**src/rtl/pipe_mem_stage_if.sv**
```systemverilog
// Data-memory request/acknowledge bus between the MEM stage and data memory.
// The stage is the master: it drives the request, the data memory answers with
// a one-cycle acknowledge and, for loads, the read word.
interface pipe_mem_stage_if;
  logic        Mem_Req;
  logic        Mem_We;
  logic [29:0] Mem_Addr;
  logic [3:0]  Mem_Be;
  logic [31:0] Mem_Wdata;
  logic        Mem_Ack;
  logic [31:0] Mem_Rdata;

  modport master (
    output Mem_Req,
    output Mem_We,
    output Mem_Addr,
    output Mem_Be,
    output Mem_Wdata,
    input  Mem_Ack,
    input  Mem_Rdata
  );

  modport slave (
    input  Mem_Req,
    input  Mem_We,
    input  Mem_Addr,
    input  Mem_Be,
    input  Mem_Wdata,
    output Mem_Ack,
    output Mem_Rdata
  );
endinterface

```
**src/rtl/pipe_mem_stage.sv**
```systemverilog
// MEM stage of the 5-stage pipeline: issues loads/stores on the data-memory
// bus, steers byte/half/word lanes, extends load data, and stalls the front of
// the pipe while an access is outstanding. Feeds the MEM/WB register inputs.
module pipe_mem_stage #(
  parameter int unsigned TIMEOUT = 16,
  parameter int unsigned CNT_W   = 5
) (
  input  logic                   Clk,
  input  logic                   Rst,
  input  logic                   M_Wreg,
  input  logic                   M_Reg2reg,
  input  logic                   M_Rmem,
  input  logic                   M_Wmem,
  input  logic [1:0]             M_Size,
  input  logic                   M_Sext,
  input  logic [31:0]            M_ALUR,
  input  logic [31:0]            M_Data,
  input  logic [4:0]             M_Rd,
  pipe_mem_stage_if.master       bus,
  output logic                   O_Wreg,
  output logic                   O_Reg2reg,
  output logic [31:0]            O_ALUR,
  output logic [31:0]            O_Dout,
  output logic [4:0]             O_Rd,
  output logic                   M_Stall,
  output logic                   M_AdErr,
  output logic                   M_BusErr
);

  typedef enum logic [1:0] {
    S_IDLE,
    S_BUSY,
    S_DONE
  } state_t;

  state_t r_state;
  state_t w_next;

  logic [CNT_W-1:0] r_cnt;
  logic             r_buserr;
  logic [31:0]      r_dout;
  logic [1:0]       r_lane;
  logic [1:0]       r_size;
  logic             r_sext;

  logic             w_mem_op;
  logic             w_aderr;
  logic             w_access;
  logic             w_start;
  logic             w_ack;
  logic             w_timeout;
  logic             w_stall;
  logic [3:0]       w_be;
  logic [31:0]      w_wdata;
  logic [7:0]       w_byte;
  logic [15:0]      w_half;
  logic [31:0]      w_load_fmt;

  // Alignment check and access qualification from the EX/MEM operands
  always_comb begin
    w_mem_op = M_Rmem | M_Wmem;
    w_aderr  = w_mem_op &
               (((M_Size == 2'b01) & M_ALUR[0]) |
                (M_Size[1] & (M_ALUR[1:0] != 2'b00)));
    w_access = w_mem_op & ~w_aderr;
    w_start  = (r_state == S_IDLE) & w_access;
    // An ack outside BUSY never completes anything.
    w_ack     = (r_state == S_BUSY) & bus.Mem_Ack;
    // Ack in the last allowed cycle wins over the timeout.
    w_timeout = (r_state == S_BUSY) & ~bus.Mem_Ack &
                (r_cnt == CNT_W'(TIMEOUT - 1));
  end

  // Store lane steering: byte enables and replicated write data
  always_comb begin
    w_be    = 4'b1111;
    w_wdata = M_Data;
    case (M_Size)
      2'b00: begin
        w_be    = 4'b0001 << M_ALUR[1:0];
        w_wdata = {4{M_Data[7:0]}};
      end
      2'b01: begin
        w_be    = M_ALUR[1] ? 4'b1100 : 4'b0011;
        w_wdata = {2{M_Data[15:0]}};
      end
      default: begin
        w_be    = 4'b1111;
        w_wdata = M_Data;
      end
    endcase
  end

  // Load lane selection and extension, using the attributes latched at issue
  always_comb begin
    w_byte = bus.Mem_Rdata[7:0];
    case (r_lane)
      2'd0:    w_byte = bus.Mem_Rdata[7:0];
      2'd1:    w_byte = bus.Mem_Rdata[15:8];
      2'd2:    w_byte = bus.Mem_Rdata[23:16];
      default: w_byte = bus.Mem_Rdata[31:24];
    endcase
    w_half = r_lane[1] ? bus.Mem_Rdata[31:16] : bus.Mem_Rdata[15:0];
    case (r_size)
      2'b00:   w_load_fmt = {{24{r_sext & w_byte[7]}}, w_byte};
      2'b01:   w_load_fmt = {{16{r_sext & w_half[15]}}, w_half};
      default: w_load_fmt = bus.Mem_Rdata;
    endcase
  end

  // FSM state register
  always_ff @(posedge Clk) begin
    if (Rst) begin
      r_state <= S_IDLE;
    end else begin
      r_state <= w_next;
    end
  end

  // FSM next-state and stall decode
  always_comb begin
    w_next  = r_state;
    w_stall = 1'b0;
    case (r_state)
      S_IDLE: begin
        w_stall = w_access;
        if (w_access) begin
          w_next = S_BUSY;
        end
      end
      S_BUSY: begin
        w_stall = 1'b1;
        if (w_ack || w_timeout) begin
          w_next = S_DONE;
        end
      end
      S_DONE: begin
        w_stall = 1'b0;
        w_next  = S_IDLE;
      end
      default: begin
        w_stall = 1'b0;
        w_next  = S_IDLE;
      end
    endcase
  end

  // Bus request registers: loaded on issue, request dropped on ack or timeout
  always_ff @(posedge Clk) begin
    if (Rst) begin
      bus.Mem_Req   <= 1'b0;
      bus.Mem_We    <= 1'b0;
      bus.Mem_Addr  <= '0;
      bus.Mem_Be    <= '0;
      bus.Mem_Wdata <= '0;
    end else if (w_start) begin
      bus.Mem_Req   <= 1'b1;
      bus.Mem_We    <= M_Wmem;
      bus.Mem_Addr  <= M_ALUR[31:2];
      bus.Mem_Be    <= w_be;
      bus.Mem_Wdata <= w_wdata;
    end else if (w_ack || w_timeout) begin
      bus.Mem_Req   <= 1'b0;
    end
  end

  // Timeout counter: counts BUSY cycles since issue
  always_ff @(posedge Clk) begin
    if (Rst) begin
      r_cnt <= '0;
    end else if (w_start) begin
      r_cnt <= '0;
    end else if (r_state == S_BUSY) begin
      r_cnt <= r_cnt + 1'b1;
    end
  end

  // Load attributes latched at issue so formatting does not depend on the held inputs
  always_ff @(posedge Clk) begin
    if (Rst) begin
      r_lane <= '0;
      r_size <= '0;
      r_sext <= 1'b0;
    end else if (w_start) begin
      r_lane <= M_ALUR[1:0];
      r_size <= M_Size;
      r_sext <= M_Sext;
    end
  end

  // Completion capture: formatted read data on ack, bus-error pulse on timeout
  always_ff @(posedge Clk) begin
    if (Rst) begin
      r_dout   <= '0;
      r_buserr <= 1'b0;
    end else begin
      r_buserr <= w_timeout;
      if (w_ack) begin
        r_dout <= w_load_fmt;
      end else if (w_timeout) begin
        r_dout <= '0;
      end
    end
  end

  // MEM/WB feed; r_buserr is only ever high in the DONE cycle after a timeout
  always_comb begin
    M_Stall   = w_stall;
    M_AdErr   = w_aderr;
    M_BusErr  = r_buserr;
    O_Wreg    = M_Wreg & ~w_stall & ~w_aderr &
                ~((r_state == S_DONE) & r_buserr);
    O_Reg2reg = M_Reg2reg;
    O_ALUR    = M_ALUR;
    O_Rd      = M_Rd;
    O_Dout    = (r_state == S_DONE) ? r_dout : '0;
  end

endmodule

```
**src/flat_wrapper.sv**
```systemverilog
// flat-port wrapper written by rule: the top's interface ports become plain ports
module pipe_mem_stage_flat 
#(
  parameter int unsigned TIMEOUT = 16,
  parameter int unsigned CNT_W   = 5
)
  (Clk, Rst, M_Wreg, M_Reg2reg, M_Rmem, M_Wmem, M_Size, M_Sext, M_ALUR, M_Data, M_Rd, O_Wreg, O_Reg2reg, O_ALUR, O_Dout, O_Rd, M_Stall, M_AdErr, M_BusErr, bus_Mem_Req, bus_Mem_We, bus_Mem_Addr, bus_Mem_Be, bus_Mem_Wdata, bus_Mem_Ack, bus_Mem_Rdata);
  pipe_mem_stage_if bus_i ();
  input  logic Clk;
  input  logic Rst;
  input  logic M_Wreg;
  input  logic M_Reg2reg;
  input  logic M_Rmem;
  input  logic M_Wmem;
  input  logic [1:0] M_Size;
  input  logic M_Sext;
  input  logic [31:0] M_ALUR;
  input  logic [31:0] M_Data;
  input  logic [4:0] M_Rd;
  output logic O_Wreg;
  output logic O_Reg2reg;
  output logic [31:0] O_ALUR;
  output logic [31:0] O_Dout;
  output logic [4:0] O_Rd;
  output logic M_Stall;
  output logic M_AdErr;
  output logic M_BusErr;
  output wire logic [$bits(bus_i.Mem_Req)-1:0] bus_Mem_Req;
  output wire logic [$bits(bus_i.Mem_We)-1:0] bus_Mem_We;
  output wire logic [$bits(bus_i.Mem_Addr)-1:0] bus_Mem_Addr;
  output wire logic [$bits(bus_i.Mem_Be)-1:0] bus_Mem_Be;
  output wire logic [$bits(bus_i.Mem_Wdata)-1:0] bus_Mem_Wdata;
  input wire logic [$bits(bus_i.Mem_Ack)-1:0] bus_Mem_Ack;
  input wire logic [$bits(bus_i.Mem_Rdata)-1:0] bus_Mem_Rdata;
  assign bus_Mem_Req = bus_i.Mem_Req;
  assign bus_Mem_We = bus_i.Mem_We;
  assign bus_Mem_Addr = bus_i.Mem_Addr;
  assign bus_Mem_Be = bus_i.Mem_Be;
  assign bus_Mem_Wdata = bus_i.Mem_Wdata;
  assign bus_i.Mem_Ack = bus_Mem_Ack;
  assign bus_i.Mem_Rdata = bus_Mem_Rdata;
  pipe_mem_stage #(.TIMEOUT(TIMEOUT), .CNT_W(CNT_W)) u_core (.Clk(Clk), .Rst(Rst), .M_Wreg(M_Wreg), .M_Reg2reg(M_Reg2reg), .M_Rmem(M_Rmem), .M_Wmem(M_Wmem), .M_Size(M_Size), .M_Sext(M_Sext), .M_ALUR(M_ALUR), .M_Data(M_Data), .M_Rd(M_Rd), .bus(bus_i), .O_Wreg(O_Wreg), .O_Reg2reg(O_Reg2reg), .O_ALUR(O_ALUR), .O_Dout(O_Dout), .O_Rd(O_Rd), .M_Stall(M_Stall), .M_AdErr(M_AdErr), .M_BusErr(M_BusErr));
endmodule
```
**config.mk**
```make
export PLATFORM = sky130hd
export DESIGN_NAME = pipe_mem_stage_flat
export DESIGN_NICKNAME = d
export VERILOG_FILES = /design/src/rtl/pipe_mem_stage_if.sv /design/src/rtl/pipe_mem_stage.sv /design/src/flat_wrapper.sv
export SDC_FILE = /design/constraint.sdc
export NUM_CORES = 1
export LEC_CHECK = 0
export ABC_AREA = 1
export CORE_MARGIN = 2
export CORE_UTILIZATION = 45
export CTS_CLUSTER_SIZE = 30
export DETAILED_ROUTE_END_ITERATION = 10
export PLACE_DENSITY = 0.86
export SLEW_MARGIN = 20
export SYNTH_ARGS = -nofsm -noshare
export SYNTH_HDL_FRONTEND = slang
export SYNTH_SLANG_ARGS = --single-unit
```
**constraint.sdc**
```tcl
create_clock -name Clk -period 3.4 [get_ports Clk]
set_input_delay 0.68 -clock Clk [delete_from_list [all_inputs] [get_ports Clk]]
set_output_delay 0.68 -clock Clk [all_outputs]
set_load 0.01 [all_outputs]
```
# After elaboration in Yosys (flattened, before gate mapping)
# Cells that the tools add are included.
totals:
  output_inout_bits: 142
  word_cells: 68
  input_bits: 111
  regBits: 113
op_classes:
  eq_ne: 9
  n_addsub: 1
  bitwise: 20
  reduce_logical: 10
  n_shift: 1
  mux: 15
op_table:
  columns: ["operator", "count"]
  rows:
  - ["$pmux 32 s2", 2]
  - ["$mux 32", 3]
  - ["$pmux 8 s3", 1]
  - ["$mux 16", 1]
  - ["$and 1x1->1", 14]
  - ["$eq 2x1->1 const B", 4]
  - ["$logic_not 2->1", 4]
  - ["$pmux 4 s2", 1]
  - ["$reduce_bool 2->1", 3]
  - ["$add 5x1->5 const B", 1]
  - ["$eq 5x4->1 const B", 1]
  - ["$eq 2x2->1 const B", 2]
  - ["$mux 2", 2]
  - ["$mux 4", 1]
  - ["$not 1->1", 4]
  - ["$pmux 2 s2", 1]
  - ["$shl 1x2->4 const A", 1]
  - ["$mux 1", 2]
  - ["$ne 2x1->1 const B", 1]
  - ["$ne 2x2->1 const B", 1]
  - ["$or 1x1->1", 2]
  - ["$pmux 1 s2", 1]
  - ["$reduce_and 2->1", 1]
  - ["$reduce_or 2->1", 1]
  - ["$logic_or 1x1->1", 1]

# Longest topological paths before layout
depth:
  depth_word: 11
  ltp_mapped: 9
  mapped_depth_nobuf: 8

# Worst setup path after synthesis
# OpenSTA, ideal clock, no wires.
synth_timing:
  path_kind: "input-to-output"
  startpoint: "input port M_ALUR[1]"
  endpoint: "output port O_Wreg"
  slack_ps: 1134
  stages: 7
  path_buffers: 1
  required_time_ps: 2720
  arrival_ps: 1586
  path_cell_list: "inv_1 -> o21ai_1 -> nand2_2 -> nand2_4 -> buf_4 -> nand2_1 -> nor3_1"
synth_via:
  elab_chain_len: 11
synth_lines:
  columns: ["element", "line_no", "rtl"]
  rows:
  - ["from (decl)", "flat_wrapper.sv:17", "input logic [31:0] M_ALUR;"]
  - ["$reduce_bool 2->1", "pipe_mem_stage.sv:64", "(M_Size[1] & (M_ALUR[1:0] != 2'b00)));"]
  - ["$and 1x1->1", "pipe_mem_stage.sv:64", null]
  - ["$or 1x1->1", "pipe_mem_stage.sv:63", "(((M_Size == 2'b01) & M_ALUR[0]) |"]
  - ["$and 1x1->1", "pipe_mem_stage.sv:62", "w_aderr = w_mem_op &"]
  - ["$not 1->1", "pipe_mem_stage.sv:65", "w_access = w_mem_op & ~w_aderr;"]
  - ["$and 1x1->1", "pipe_mem_stage.sv:65", null]
  - ["$pmux 1 s2", "pipe_mem_stage.sv:124", "case (r_state)"]
  - ["named net M_Stall", "flat_wrapper.sv:25", "output logic M_Stall;"]
  - ["$not 1->1", "pipe_mem_stage.sv:211", "O_Wreg = M_Wreg & ~w_stall & ~w_aderr &"]
  - ["$and 1x1->1 (3 in series)", "pipe_mem_stage.sv:211", null]
  - ["to (decl)", "flat_wrapper.sv:20", "output logic O_Wreg;"]
# The timed path passes the listed nets, and every way through them passes these cells.

# Worst setup path after layout
layout_timing:
  startpoint: "input port M_Wmem"
  endpoint: "output port O_Wreg"
layout_via:
  elab_chain_len: 9
layout_lines:
  columns: ["element", "line_no", "rtl"]
  rows:
  - ["from (decl)", "flat_wrapper.sv:14", "input logic M_Wmem;"]
  - ["$or 1x1->1 (*)", "pipe_mem_stage.sv:61", "w_mem_op = M_Rmem | M_Wmem;"]
  - ["$and 1x1->1", "pipe_mem_stage.sv:62", null]
  - ["$not 1->1", "pipe_mem_stage.sv:65, pipe_mem_stage.sv:211", null]
  - ["$and 1x1->1", "pipe_mem_stage.sv:65", null]
  - ["$pmux 1 s2", "pipe_mem_stage.sv:124", null]
  - ["$not 1->1", "pipe_mem_stage.sv:211", null]
  - ["$and 1x1->1", "pipe_mem_stage.sv:211", null]
  - ["$and 1x1->1 (*) (2 in series)", "pipe_mem_stage.sv:211", null]
# Every way passes the cells marked *; elsewhere a longest branch is shown, timed or not.

==> impl_results.md <==
- Multi-input gate area: 0.00254 mm²
- Wire per inst: 14.6 µm
- Leakage: 3.48 nW
- Final slew viol count: 0
- Syn_nets: 920
- Final worst setup slack: 0.227 ns
- Post-Route Skew: 0.00687 ns
- # diodes: 0
- RR Endpoint: u_core.bus.Mem_Wdata[9]$_SDFFE_PP0P_
- Worst R2R Setup Slack: 1.14 ns
- Fin crit share: 0.933
- Final WL: 17100 µm
- Critical Path Source Type: input pin
- Area contributors post-synth: dfxtp_1, nand2_1, buf_4
- R2R depth: 6
- Hold depth: 2
- Register Area: 0.00226 mm²
- Worst rel slew slack: 0.489
- Nets: 1109
- Top cell type's share of synthesized area: 0.403
- Fmax: 0.315 GHz
- Count of cells resized by post-cts repair: 0
- Die Y: 116 µm
- DRT iter0 DRCs: 510
- Buffers on Ports: 240
- First-pass GRT wire length: 26400 µm
- Cell variety after synth: 35
- DRC Markers: 0
- Clk pin slew, worst setup/hold paths: 0.05 ns
- CP max-delay cell: clkdlybuf4s50_1
- Layout cell share with drive strength beyond 1: 0.0943
- Mapped cell area: 0.00561 mm²
- P&R area growth vs syn: 48.4%
- CP arrival: 2.49 ns
- WHS Endpoint: u_core.bus.Mem_Wdata[23]$_SDFFE_PP0P_
- # Post-CTS Setup Buffers: 0
- Sequential share of the synthesized area: 0.403
- Worst Setup SP: M_Wmem
- Setup TNS: 0 ns
- Worst hold start: u_core.bus.Mem_Wdata[23]$_SDFFE_PP0P_
- Num ports: 253
- Pin slew with the least headroom to its limit: 0.765 ns
- Worst hold path type: reg -> reg
- Synth Instances: 807
- Pre-CTS setup slack: 0.225 ns
- Async set or reset register ratio after synthesis: 0
- FF+latch count, synth: 113
- CTS Buffer Depth: 2
- Setup CP Type: in -> out
- Antenna violations before repair: 0
- Overall Power: 4.10 mW
- Maximum fanout along the worst path: 2
- Cell family with most CP delay: buffers and inverters
- Status: complete, no violations
- Worst-path cell chain: clkdlybuf4s50_1 > nor2_1 > nor3_2 > nand2_4 > nand2_1 > nor3_1 > clkdlybuf4s50_1
- Setup crit end kind: primary output
- H-tree Lvls: 4
- Total CTS buffers: 17
- GR Overflow Total: 0
- Dpl hpwl: 12200 µm
- First-pass iteration count of the detailed router: 5
- Worst stage delay on the critical path: 0.56 ns
- Buffers & Inverters on Critical Path: 2
- FILL cells: 998
- RSZ-0062 raised after global routing: no
- RePlAce Congestion: 1.01
- Total die area: 0.0134 mm²
- PD cells: 493 mW/mm²
- FF-to-FF Start: u_core.r_state[1]$_SDFFE_PP0P_
- Yosys warnings: 0
- Syn_area_per_cell: 6.95 µm²
- # setup viols final: 0
- Largest net degree at the start of global routing: 61
- TritonCTS clock tree: done
- Clock sink count: 113
- Most frequent cells in the layout: nand2_1, clkdlybuf4s50_1, dfxtp_1
- Initial core utilization: 0.463
- Post-synth EDFFs: 0
- Vias in the first global route: 5255
- # rows: 40
- WP depth: 7
- Max Cap Viol: 0
- Final hold vios: 0
- Tmin final: 3.17 ns
- Vias per cell: 4.89
- CP Data Required Time: 2.72 ns
- Core ar.: 0.0121 mm²
- Vias post-DR: 5749
- Synth Flop Type: dfxtp_1
- Cell repeated most along the worst path: clkdlybuf4s50_1
- Most common cell after layout, fill and taps aside: nand2_1
- Clock root cell: clkbuf_16
- Die width: 116 µm
- Antenna-violating nets left: 0
- Maximum VDD drop: 0.263 mV
- Clock Latency Late Sink: 0.41 ns
- Final design utilization: 0.687
- Cts hold-fix bufs: 0
- Top cell type by total area after synthesis: dfxtp_1
- Gr usage total: 0.254
## where the power goes
group / internal (mW) / switching [mW] / leakage (nW)
Clock: 1.21 / 0.609 / 0.287
Combinational: 0.382 / 0.414 / 2.27
Sequential: 1.42 / 0.0672 / 0.922
Total: 3.01 / 1.09 / 3.48
## synth_stat cells (13+ instances only)
library cell and count:
a21oi_1 33, buf_4 43, nand3_1 43, dfxtp_1 113, o21ai_2 20, clkbuf_1 13
inv_1 58, nand2_1 283, nor2_1 69, o21ai_0 42, nand2_2 15
## cells by family (layout without fill, tap and decap cells)
family	after synthesis	count (layout)	synth area share
buffers and inverters	146	346	0.144
adders and majority gates	2	2	0.00446
AOI/OAI and AO/OA	113	113	0.118
and+or+nand+nor	430	430	0.325
xor gates and xnor gates	3	3	0.00469
DFF	113	113	0.403
## worst max-delay path by stage
stage / endpoint / slack [ns]
finish: O_Wreg / 0.23
global route: O_Wreg / 0.13
CTS: O_Wreg / 0.27
detailed placement: u_core.bus.Mem_Wdata[8]$_SDFFE_PP0P_ / 0.23
global placement: u_core.bus.Mem_Wdata[4]$_SDFFE_PP0P_ / 0.32
floorplan: O_Wreg / 1.13
## worst min-delay path, stage by stage, from the launching register on
cell and delay [ns]:
dfxtp_1 0.32, nand2_1 0.05, nand2_1 0.04
## metrics by stage
step	hold slack (ns)	cells	cell area, µm²
floorplan	0.426	807	5610
global placement	0.426	1145	7730
detailed placement	0.431	1145	7730
CTS	0.445	1175	8320
global route	0.457	1175	8320
finish	0.443	1175	8320
## layout make-up
| type | count | area share |
|---|---|---|
| multi-input combinational | 548 | 0.305 |
| timing repair buffer | 246 | 0.294 |
| sequential | 113 | 0.272 |
| clock buffer | 18 | 0.0516 |
| inverter | 70 | 0.0322 |
| tap | 168 | 0.0253 |
| clock inverter | 12 | 0.0201 |
## layer usage
layer	routed length (µm)	GRT usage	part of all wire	vias to the layer above
li1	-	-	-	2874
met1	7190	0.324	0.42	2580
met2	8070	0.415	0.47	250
met3	1250	0.0523	0.073	45
met4	580	0.117	0.034	0
met5	0	0	0	-
## sequential cells by signal (all words and copies together), names as in the netlist
name                  cells
u_core.bus.Mem_Be         4
u_core.r_state            2
u_core.bus.Mem_Req        1
u_core.M_BusErr           1
u_core.r_lane             2
u_core.bus.Mem_We         1
u_core.r_sext             1
u_core.bus.Mem_Addr      30
u_core.bus.Mem_Wdata     32
u_core.r_dout            32
u_core.r_size             2
u_core.r_cnt              5
(Power assumes the default switching activity.)
